--- config.mk ---
export PLATFORM = sky130hd
export DESIGN_NAME = safe_zone_arbiter
export DESIGN_NICKNAME = d
export VERILOG_FILES = /design/src/rtl/safe_zone_arbiter_pkg.sv /design/src/rtl/safe_zone_arbiter_rr.sv /design/src/rtl/safe_zone_arbiter.sv
export SDC_FILE = /design/constraint.sdc
export NUM_CORES = 1
export LEC_CHECK = 0
export BUFFER_PORTS_ARGS = -buffer_cell sky130_fd_sc_hd__buf_2
export CAP_MARGIN = 20
export CORE_ASPECT_RATIO = 0.7
export CORE_MARGIN = 3
export CORE_UTILIZATION = 35
export DETAILED_ROUTE_END_ITERATION = 10
export PLACE_DENSITY_LB_ADDON = 0.05
export SYNTH_ARGS = -nofsm -noshare
export SYNTH_HDL_FRONTEND = slang
export SYNTH_SLANG_ARGS = --single-unit
export TNS_END_PERCENT = 10
--- constraint.sdc ---
create_clock -name clk -period 3.3 [get_ports clk]
set_input_delay 0.165 -clock clk [delete_from_list [all_inputs] [get_ports clk]]
set_output_delay 0.165 -clock clk [all_outputs]
set_load 0.1 [all_outputs]
--- src/rtl/safe_zone_arbiter_pkg.sv ---
// Shared game package: screen geometry defaults, arbiter FSM state encoding
// and a bounds helper for query coordinates.
package safe_zone_arbiter_pkg;

   localparam int DEFAULT_SCREEN_WIDTH  = 400;
   localparam int DEFAULT_SCREEN_HEIGHT = 600;
   localparam int DEFAULT_BLOCK_SIZE    = 20;

   typedef logic [2:0] state_t;

   localparam state_t ST_RUN   = 3'd0;
   localparam state_t ST_DRAIN = 3'd1;
   localparam state_t ST_PULSE = 3'd2;
   localparam state_t ST_ARM   = 3'd3;
   localparam state_t ST_WAIT  = 3'd4;

   function automatic logic on_screen(input int x, input int y, input int w, input int h);
      return (x < w) && (y < h);
   endfunction

endpackage

--- src/rtl/safe_zone_arbiter_rr.sv ---
// Round-robin arbiter: one-hot grant searching from the slot after the last
// accepted grant; the pointer moves only when the grant is consumed.
module rr_arbiter #(
   parameter  int NUM_REQ = 4,
   localparam int IDX_W   = (NUM_REQ > 1) ? $clog2(NUM_REQ) : 1
) (
   input  logic               clk,
   input  logic               arst_n,
   input  logic [NUM_REQ-1:0] req,
   input  logic               advance,
   output logic [NUM_REQ-1:0] grant
);

   localparam logic [IDX_W:0]   N_WIDE = (IDX_W + 1)'(NUM_REQ);
   localparam logic [IDX_W-1:0] LAST   = IDX_W'(NUM_REQ - 1);

   logic [IDX_W-1:0] ptr;
   logic [IDX_W-1:0] win;
   logic [IDX_W:0]   pos;

   // NOTE: every always_comb output gets a default first so no path leaves it unassigned and infers a latch.
   always_comb begin
      grant = '0;
      win   = ptr;
      pos   = '0;
      // Walk from the farthest slot back to ptr so the nearest requester wins last.
      for (int i = NUM_REQ - 1; i >= 0; i--) begin
         pos = {1'b0, ptr} + (IDX_W + 1)'(i);
         if (pos >= N_WIDE) pos = pos - N_WIDE;
         if (req[pos[IDX_W-1:0]]) begin
            grant                   = '0;
            grant[pos[IDX_W-1:0]]   = 1'b1;
            win                     = pos[IDX_W-1:0];
         end
      end
   end

   // NOTE: sequential state uses non-blocking assignments so every flop samples pre-edge values.
   always_ff @(posedge clk or negedge arst_n) begin
      if (!arst_n) begin
         ptr <= '0;
      end else if (advance) begin
         ptr <= (win == LAST) ? '0 : win + 1'b1;
      end
   end

endmodule

--- src/rtl/safe_zone_arbiter.sv ---
// Arbitrates safe-zone map lookups among NUM_REQ requesters and sequences
// map regeneration (drain, pulse, wait for ready) around the query pipeline.
module safe_zone_arbiter
   import safe_zone_arbiter_pkg::*;
#(
   parameter  int SCREEN_WIDTH  = DEFAULT_SCREEN_WIDTH,
   parameter  int SCREEN_HEIGHT = DEFAULT_SCREEN_HEIGHT,
   parameter  int NUM_REQ       = 4,
   localparam int X_W           = $clog2(SCREEN_WIDTH),
   localparam int Y_W           = $clog2(SCREEN_HEIGHT)
) (
   input  logic                   clk,
   input  logic                   arst_n,
   input  logic                   i_regen_req,
   output logic                   o_regen_busy,
   output logic                   o_level_valid,
   input  logic [NUM_REQ-1:0]     i_req_valid,
   output logic [NUM_REQ-1:0]     o_req_ready,
   input  logic [NUM_REQ*X_W-1:0] i_req_x,
   input  logic [NUM_REQ*Y_W-1:0] i_req_y,
   output logic [NUM_REQ-1:0]     o_resp_valid,
   output logic                   o_resp_safe,
   output logic                   o_sz_regenerate,
   input  logic                   i_sz_rdy,
   output logic [X_W-1:0]         o_sz_x,
   output logic [Y_W-1:0]         o_sz_y,
   input  logic                   i_sz_is_safe
);

   localparam int IDX_W = (NUM_REQ > 1) ? $clog2(NUM_REQ) : 1;

   state_t             state;
   logic               pending;
   logic               level_valid;
   logic               open_q;
   logic [NUM_REQ-1:0] req_masked;
   logic [NUM_REQ-1:0] grant;
   logic               accept;
   logic [IDX_W-1:0]   grant_idx;
   logic [X_W-1:0]     sel_x;
   logic [Y_W-1:0]     sel_y;
   logic               s1_valid;
   logic               s1_oob;
   logic [IDX_W-1:0]   s1_idx;

   assign open_q     = (state == ST_RUN) && level_valid && !pending;
   assign req_masked = i_req_valid & {NUM_REQ{open_q}};
   assign accept     = |grant;

   rr_arbiter #(.NUM_REQ(NUM_REQ)) u_rr (
      .clk     (clk),
      .arst_n  (arst_n),
      .req     (req_masked),
      .advance (accept),
      .grant   (grant)
   );

   always_comb begin
      grant_idx = '0;
      sel_x     = '0;
      sel_y     = '0;
      for (int i = 0; i < NUM_REQ; i++) begin
         if (grant[i]) begin
            grant_idx = IDX_W'(i);
            sel_x     = i_req_x[i*X_W +: X_W];
            sel_y     = i_req_y[i*Y_W +: Y_W];
         end
      end
   end

   // Stage 1 drives the map coordinate; stage 2 captures its combinational answer.
   always_ff @(posedge clk or negedge arst_n) begin
      if (!arst_n) begin
         s1_valid     <= 1'b0;
         s1_oob       <= 1'b0;
         s1_idx       <= '0;
         o_sz_x       <= '0;
         o_sz_y       <= '0;
         o_resp_valid <= '0;
         o_resp_safe  <= 1'b0;
      end else begin
         s1_valid <= accept;
         if (accept) begin
            s1_idx <= grant_idx;
            s1_oob <= !on_screen(int'(sel_x), int'(sel_y), SCREEN_WIDTH, SCREEN_HEIGHT);
            o_sz_x <= sel_x;
            o_sz_y <= sel_y;
         end
         o_resp_valid <= '0;
         o_resp_safe  <= 1'b0;
         if (s1_valid) begin
            o_resp_valid[s1_idx] <= 1'b1;
            o_resp_safe          <= !s1_oob && i_sz_is_safe;
         end
      end
   end

   always_ff @(posedge clk or negedge arst_n) begin
      if (!arst_n) begin
         state       <= ST_RUN;
         pending     <= 1'b0;
         level_valid <= 1'b0;
      end else begin
         case (state)
            ST_RUN: begin
               if (pending) begin
                  state   <= ST_DRAIN;
                  pending <= 1'b0;
               end else if (i_regen_req) begin
                  pending <= 1'b1;
               end
            end
            ST_DRAIN: begin
               if (!s1_valid && (o_resp_valid == '0)) state <= ST_PULSE;
            end
            ST_PULSE: begin
               level_valid <= 1'b0;
               state       <= ST_ARM;
            end
            // The map only drops ready a cycle after the pulse, so ARM ignores it.
            ST_ARM: state <= ST_WAIT;
            ST_WAIT: begin
               if (i_sz_rdy) begin
                  level_valid <= 1'b1;
                  state       <= ST_RUN;
               end
            end
            default: state <= ST_RUN;
         endcase
      end
   end

   assign o_req_ready     = grant;
   assign o_level_valid   = level_valid;
   assign o_sz_regenerate = (state == ST_PULSE);
   assign o_regen_busy    = (state != ST_RUN) || pending;

endmodule

==> metrics.yaml, run 1 <==
drc_errors: 0
fmax_ghz: 0.316
maxCapViolCount: 0
max_slew.worst_pin.slew_ns: 0.815
r2r-start: "u_rr.ptr[1]"
p_seq_share_pct: 19.8
synthTopCellsByCount: "nand2_1 (45), dfrtp_1 (35), a21oi_1 (33)"
cts.htree.levels: 2
avgSynthCellArea_um2: 8.33
pwr-share-comb_pct: 69.8
hold_class: "input pin to register"
vias: 2807
drtAntennaViolNets: 0
crit_chain: "buf_4 > mux2_1 > mux2i_1 > nand3_1 > a221o_1 > a21oi_4 > buf_12 > o21ai_1 > o41ai_1 > o311ai_1"
grt_pass1_wl_um: 12900
cts-buffers-inserted: 5
die_w_um: 108
antenna_cells: 0
grt_overflow: 0
clkPwrFrac_pct: 10.4
critPathMaxFanout: 28
start_util_pct: 37.0
maxSlewViolCount: 0
finalSetupTns_ns: 0
drt-vias-per-instance: 5.34
crit_start: "u_rr.ptr[1]"
yosysMostFrequentCell: "nand2_1"
gp_congestion: 0.880
wl_per_cell_um: 16.0
worstRegToRegCells: 10
clk_latency_ns: 0.29
seq_area_um2: 876
hold_viol: 0
cp_slowest_cell: "o41ai_1"
pre_cts_slack_ns: 0.0146
core_um2: 6940
synthCells: 309
pin_count: 116
synthArstFlopShare_pct: 100
synth-edff-count: 0
final_net_count: 523
clk_pin_slew_ns: 0.08
first_pass_iters: 5
cp-end-kind: "register"
cts_sinks: 35
synth_top_area_share_pct: 34.0
start_kind: "register"
peakVddDrop_mv: 0.634
hold_depth: 3
power.switching_w: 0.00220
multi_input_area_um2: 1540
slowest_delay_ns: 0.40
finalInstanceArea_um2: 3510
status: "finished clean"
timing.final.crit_share_pct: 96.0
power.leakage_nw: 1.74
antenna_found_initial: 0
hpwl_um: 6200
syn_nets: 401
layout-drive-gt1-share_pct: 38.7
r2r_slack_ns: 0.13
rows: 25
switching_share_pct: 57.9
path_class: "register to register"
ys_seq_area_share_pct: 34.0
gr-usage-all-layers_pct: 19.1
portBuffers: 115
fin_ws_ns: 0.132
yosysWarnings: 0
finalSetupViolations: 0
netlist_top_cells_area: "dfrtp_1 (34%), nand2_1 (6.6%), a21oi_1 (6.4%)"
p_int_w: 0.00160
grt_max_degree: 36
synthesis.area_um2: 2570
period_needed_ns: 3.17
p_total_w: 0.00380
r2r_end: "s1_oob"
holdPathEnd: "o_sz_x[1]"
first_iter_violations: 199
critPathArrivalTime_ns: 3.32
cellPowerDensity_nw_per_um2: 1080
hp-start: "i_req_x[28]"
root_buffer: "clkbuf_8"
fillers: 690
die-area_um2: 8430
synth-seq-cells: 35
cts_tree: "yes"
slew_headroom_pct: 45.7
synth.distinct_cells: 54
cp.required_ns: 3.45
synth_flop_cell: "dfrtp_1"
syn_to_final_growth_pct: 36.4
final_util_pct: 50.5
cts_max_path_buffers: 2
fin_skew_ns: 0.00595
placed_area_um2: 3290
die_h_um: 77.7
first_global_vias: 2608
yosysTopAreaCell: "dfrtp_1"
wirelength_um: 8430
==> how the worst max path moves through the flow <==
stage | endpoint | slack [ns] | cells past startpoint
2_1_floorplan | s1_oob | 0.02 | 15
6_report | s1_oob | 0.13 | 10
5_1_grt | s1_oob | -0.02 | 10
3_5_place_dp | s1_oob | 0.01 | 12
4_1_cts | s1_oob | 0.05 | 10
3_3_place_gp | o_sz_y[6] | 0.12 | 12
==> stage by stage <==
stage               hold slack (ns)  cells
global placement              0.308    509
CTS                           0.109    520
global route                 0.0985    526
detailed placement            0.308    509
floorplan                    -0.131    309
finish                        0.117    526
==> flip-flops by register name, indices dropped and copies added, names as in the netlist, 2 cells and up <==
name / count
state: 3
o_sz_x: 9
s1_idx: 2
o_resp_valid: 4
u_rr.ptr: 2
o_sz_y: 10
==> cell type report <==
cell class,instances,share of cell area [%]
clock buffer,5,1.96
timing repair buffer,141,23.1
sequential,35,25.0
inverter,14,1.50
clock inverter,3,1.25
tap,94,3.35
multi-input combinational,234,43.9
==> timing repair <==
item / CTS / global route
hold buffers: 1 / 0
buffers inserted: 2 / 6
pin swaps: 1 / 3
gates resized for setup: 0 / 9
endpoints found under the setup margin: 1 / 20
endpoints found under the hold margin: 29 / 0
==> cell families (layout without fill, tap and decap cells) <==
family,count (synthesis),after routing,share of synthesized area [%]
compound gates,102,102,26.6
fa+ha+maj,7,7,3.40
buf+inv,40,163,7.59
flops,35,35,34.0
mux,13,13,7.10
simple gates,112,112,21.3
==> critical path: cells and delay by family (launching register included) <==
| kind | cells | cell delay (ns) |
|---|---|---|
| AND/OR/NAND/NOR | 1 | 0.13 |
| multiplexers | 2 | 0.71 |
| AO/OA/AOI/OAI | 5 | 1.39 |
| flip-flops | 1 | 0.38 |
| buffers and inverters | 2 | 0.42 |
==> cell usage in the layout (no fill, tap or decap), types with 8 or more instances in the layout <==
cell type,instances
buf_2,114
o21ai_0,9
nand2_1,45
and3_1,9
nor2_1,15
inv_1,10
a22oi_1,9
a21oi_1,32
buf_4,20
o21ai_1,8
nand3_1,23
dfrtp_1,35
==> metal layers <==
layer  part of all wire (%)  global-route usage [%]  vias to the layer above
met5                      0                       0                        -
met4                    1.0                    4.92                        0
met3                    8.4                    4.16                       10
met2                     43                    26.7                      141
met1                     48                    29.3                     1286
li1                       -                       -                     1370
==> power by group through the flow <==
stage	Sequential (W)	Combinational (W)	Clock, W
6_report	0.000751	0.00265	0.000396
5_1_grt	0.000782	0.00283	0.000432
4_1_cts	0.000751	0.00257	0.000409
3_5_place_dp	0.000756	0.00256	0
3_3_place_gp	0.000756	0.00258	0
2_1_floorplan	0.00163	0.00116	0
No activity file was read; power rests on OpenSTA's default activity.
==> run 2, diff against run 1 <==
- GPL_TIMING_DRIVEN: unset -> 0
==> run 2 against run 1 <==
Against the previous run: routed wire length rose by 3.5%; utilization up 3.4 points; global-route usage grew 0.80 points; die area stayed put; the run now ends with negative setup slack left; clock power shrank 22%; highest routed layer unchanged; largest cell class unchanged; sequential cell count is the same; cell count rose by 3.6%; via count up 3.4%; power grew 2.5%; worst hold slack worse by 0.00097 ns; worst setup slack got worse by 0.16 ns; critical path type unchanged; sequential share of layout area is 1.5 points lower.
==> metrics.yaml, run 2 (synthesis results as in run 1) <==
critPathArrivalTime_ns: 3.51
first_pass_iters: 4
die_w_um: 108
power.leakage_nw: 1.84
r2r-start: "u_rr.ptr[1]"
largest_reg_flops: 10
crit_family: "compound AO/OA/AOI/OAI gates"
slew_headroom_pct: 47.5
pin_count: 116
wirelength_um: 8730
fillers: 683
fin_ws_ns: -0.0295
placed_area_um2: 3280
fin_skew_ns: 0.00676
antenna_cells: 0
maxSlewViolCount: 0
grt_pass1_wl_um: 13400
crit_start: "u_rr.ptr[1]"
grt_max_degree: 36
fmax_ghz: 0.300
final_util_pct: 53.9
drt-vias-per-instance: 5.33
wl_per_cell_um: 16.0
slowest_delay_ns: 0.46
stdcell_count: 545
hp-start: "i_req_x[35]"
r2r_slack_ns: -0.03
period_needed_ns: 3.33
path_class: "register to register"
critPathMaxFanout: 6
root_buffer: "clkbuf_8"
layout.cells.most_common_list: "buf_2 (111), nand2_1 (45), dfrtp_1 (33)"
hold_ws_ns: 0.116
portBuffers: 113
violations: "negative setup slack"
vias: 2903
clk_pin_slew_ns: 0.08
grt_overflow: 0
drtAntennaViolNets: 0
maxCapViolCount: 0
antenna_found_initial: 0
die-area_um2: 8430
final_common_cell: "buf_2"
syn_to_final_growth_pct: 45.6
hold_viol: 0
rsz0062_at_grt: "true"
first_global_vias: 2622
peakVddDrop_mv: 0.679
drc_errors: 0
timing.final.crit_share_pct: 101
finalInstanceArea_um2: 3750
start_kind: "register"
layout-drive-gt1-share_pct: 42.6
gp_congestion: 0.874
cts-buffers-inserted: 5
hold_class: "input pin to register"
first_iter_violations: 137
gr-usage-all-layers_pct: 19.9
path_buf_inv: 2
finalSetupViolations: 1
dp_cells: 516
cp-end-kind: "register"
largest_register: "o_sz_y"
max_slew.worst_pin.slew_ns: 0.788
cp_slowest_cell: "a222oi_1"
top_regs: "o_sz_y (10), o_sz_x (9), o_resp_valid (4)"
cts_max_path_buffers: 2
start_util_pct: 37.0
cpMostUsedCell: "a211o_1"
die_h_um: 77.7
cts.htree.levels: 2
cts_tree: "yes"
final_net_count: 542
core_um2: 6940
finalSetupTns_ns: -0.0295
cellPowerDensity_nw_per_um2: 1040
crit_chain: "clkinvlp_4 > ha_4 > mux4_2 > a31o_1 > a211o_1 > a31oi_4 > buf_6 > nand3_1 > a211o_1 > a222oi_1 > o41ai_2 > o311ai_1"
cts_sinks: 35
clk_latency_ns: 0.28
status: "finished, violations left"
cp.required_ns: 3.49
rows: 25
hpwl_um: 6260
run 2: cell types whose count changed in the layout (fill, tap and decap cells not counted), moves of 3 or more:
cell        previous run  this run
buf_4                 20        25
buf_6                  3         8
clkbuf_1               0         5
buf_2                114       111
clkinvlp_4             0         3
o31ai_1                4         1
o31ai_2                0         3
run 2: routing by layer:
metal  track usage [%]  vias up  routed length (um)
met4              3.03        0                  45
met5                 0        -                   0
li1                  -     1417                   -
met3              4.49        6                 644
met1              30.4     1377                4150
met2              28.9      103                3890
run 2: per-stage QoR:
stage | power, W | setup WS, ns
final | 0.00390 | -0.0295
after detailed placement | 0.00327 | -0.809
after global routing | 0.00413 | -0.153
after floorplan | 0.00278 | 0.0241
after global placement | 0.00326 | -0.846
after CTS | 0.00378 | -0.0757
run 2: worst paths after layout:
check	cells past startpoint	to
worst min-delay path	3	o_sz_x[8]
worst min register to register	2	o_sz_x[7]
worst max register to register	12	s1_oob
max in group asynchronous	2	u_rr.ptr[0]
min in group asynchronous	2	pending
worst max-delay path	12	s1_oob
run 2: final cells by class:
class                           count  area [um^2]  share of cell area (%)
Multi-Input combinational cell    235         1610                    43.1
Sequential cell                    35          878                    23.4
Timing Repair Buffer              138          823                    22.0
Buffer                             21          169                    4.51
Tap cell                           94          118                    3.14
Clock buffer                        6         72.6                    1.94
Inverter                           14         60.1                    1.60
Clock inverter                      2         12.5                   0.334
run 2: power breakdown:
group          switching (W)  total [W]  internal, W
logic                0.00197    0.00284     0.000868
registers           0.000129   0.000750     0.000621
clock network       0.000161   0.000308     0.000148
total                0.00226    0.00390      0.00164
run 2: worst reg2reg max path: cells and delay by family, from the launching register on:
kind,cells,cell delay [ns]
flip-flops,1,0.41
AO/OA/AOI/OAI,7,1.80
buffers and inverters,2,0.26
AND/OR/NAND/NOR,1,0.07
multiplexers,1,0.37
adder cells (fa/ha/maj),1,0.33
run 2: timing repair:
action | CTS | global route
gates cloned | 1 | 0
endpoints found under the hold margin | 35 | 0
hold buffers | 1 | 0
resized for setup | 26 | 25
setup endpoints to repair | 29 | 24
pin swaps | 8 | 10
buffers inserted | 13 | 11
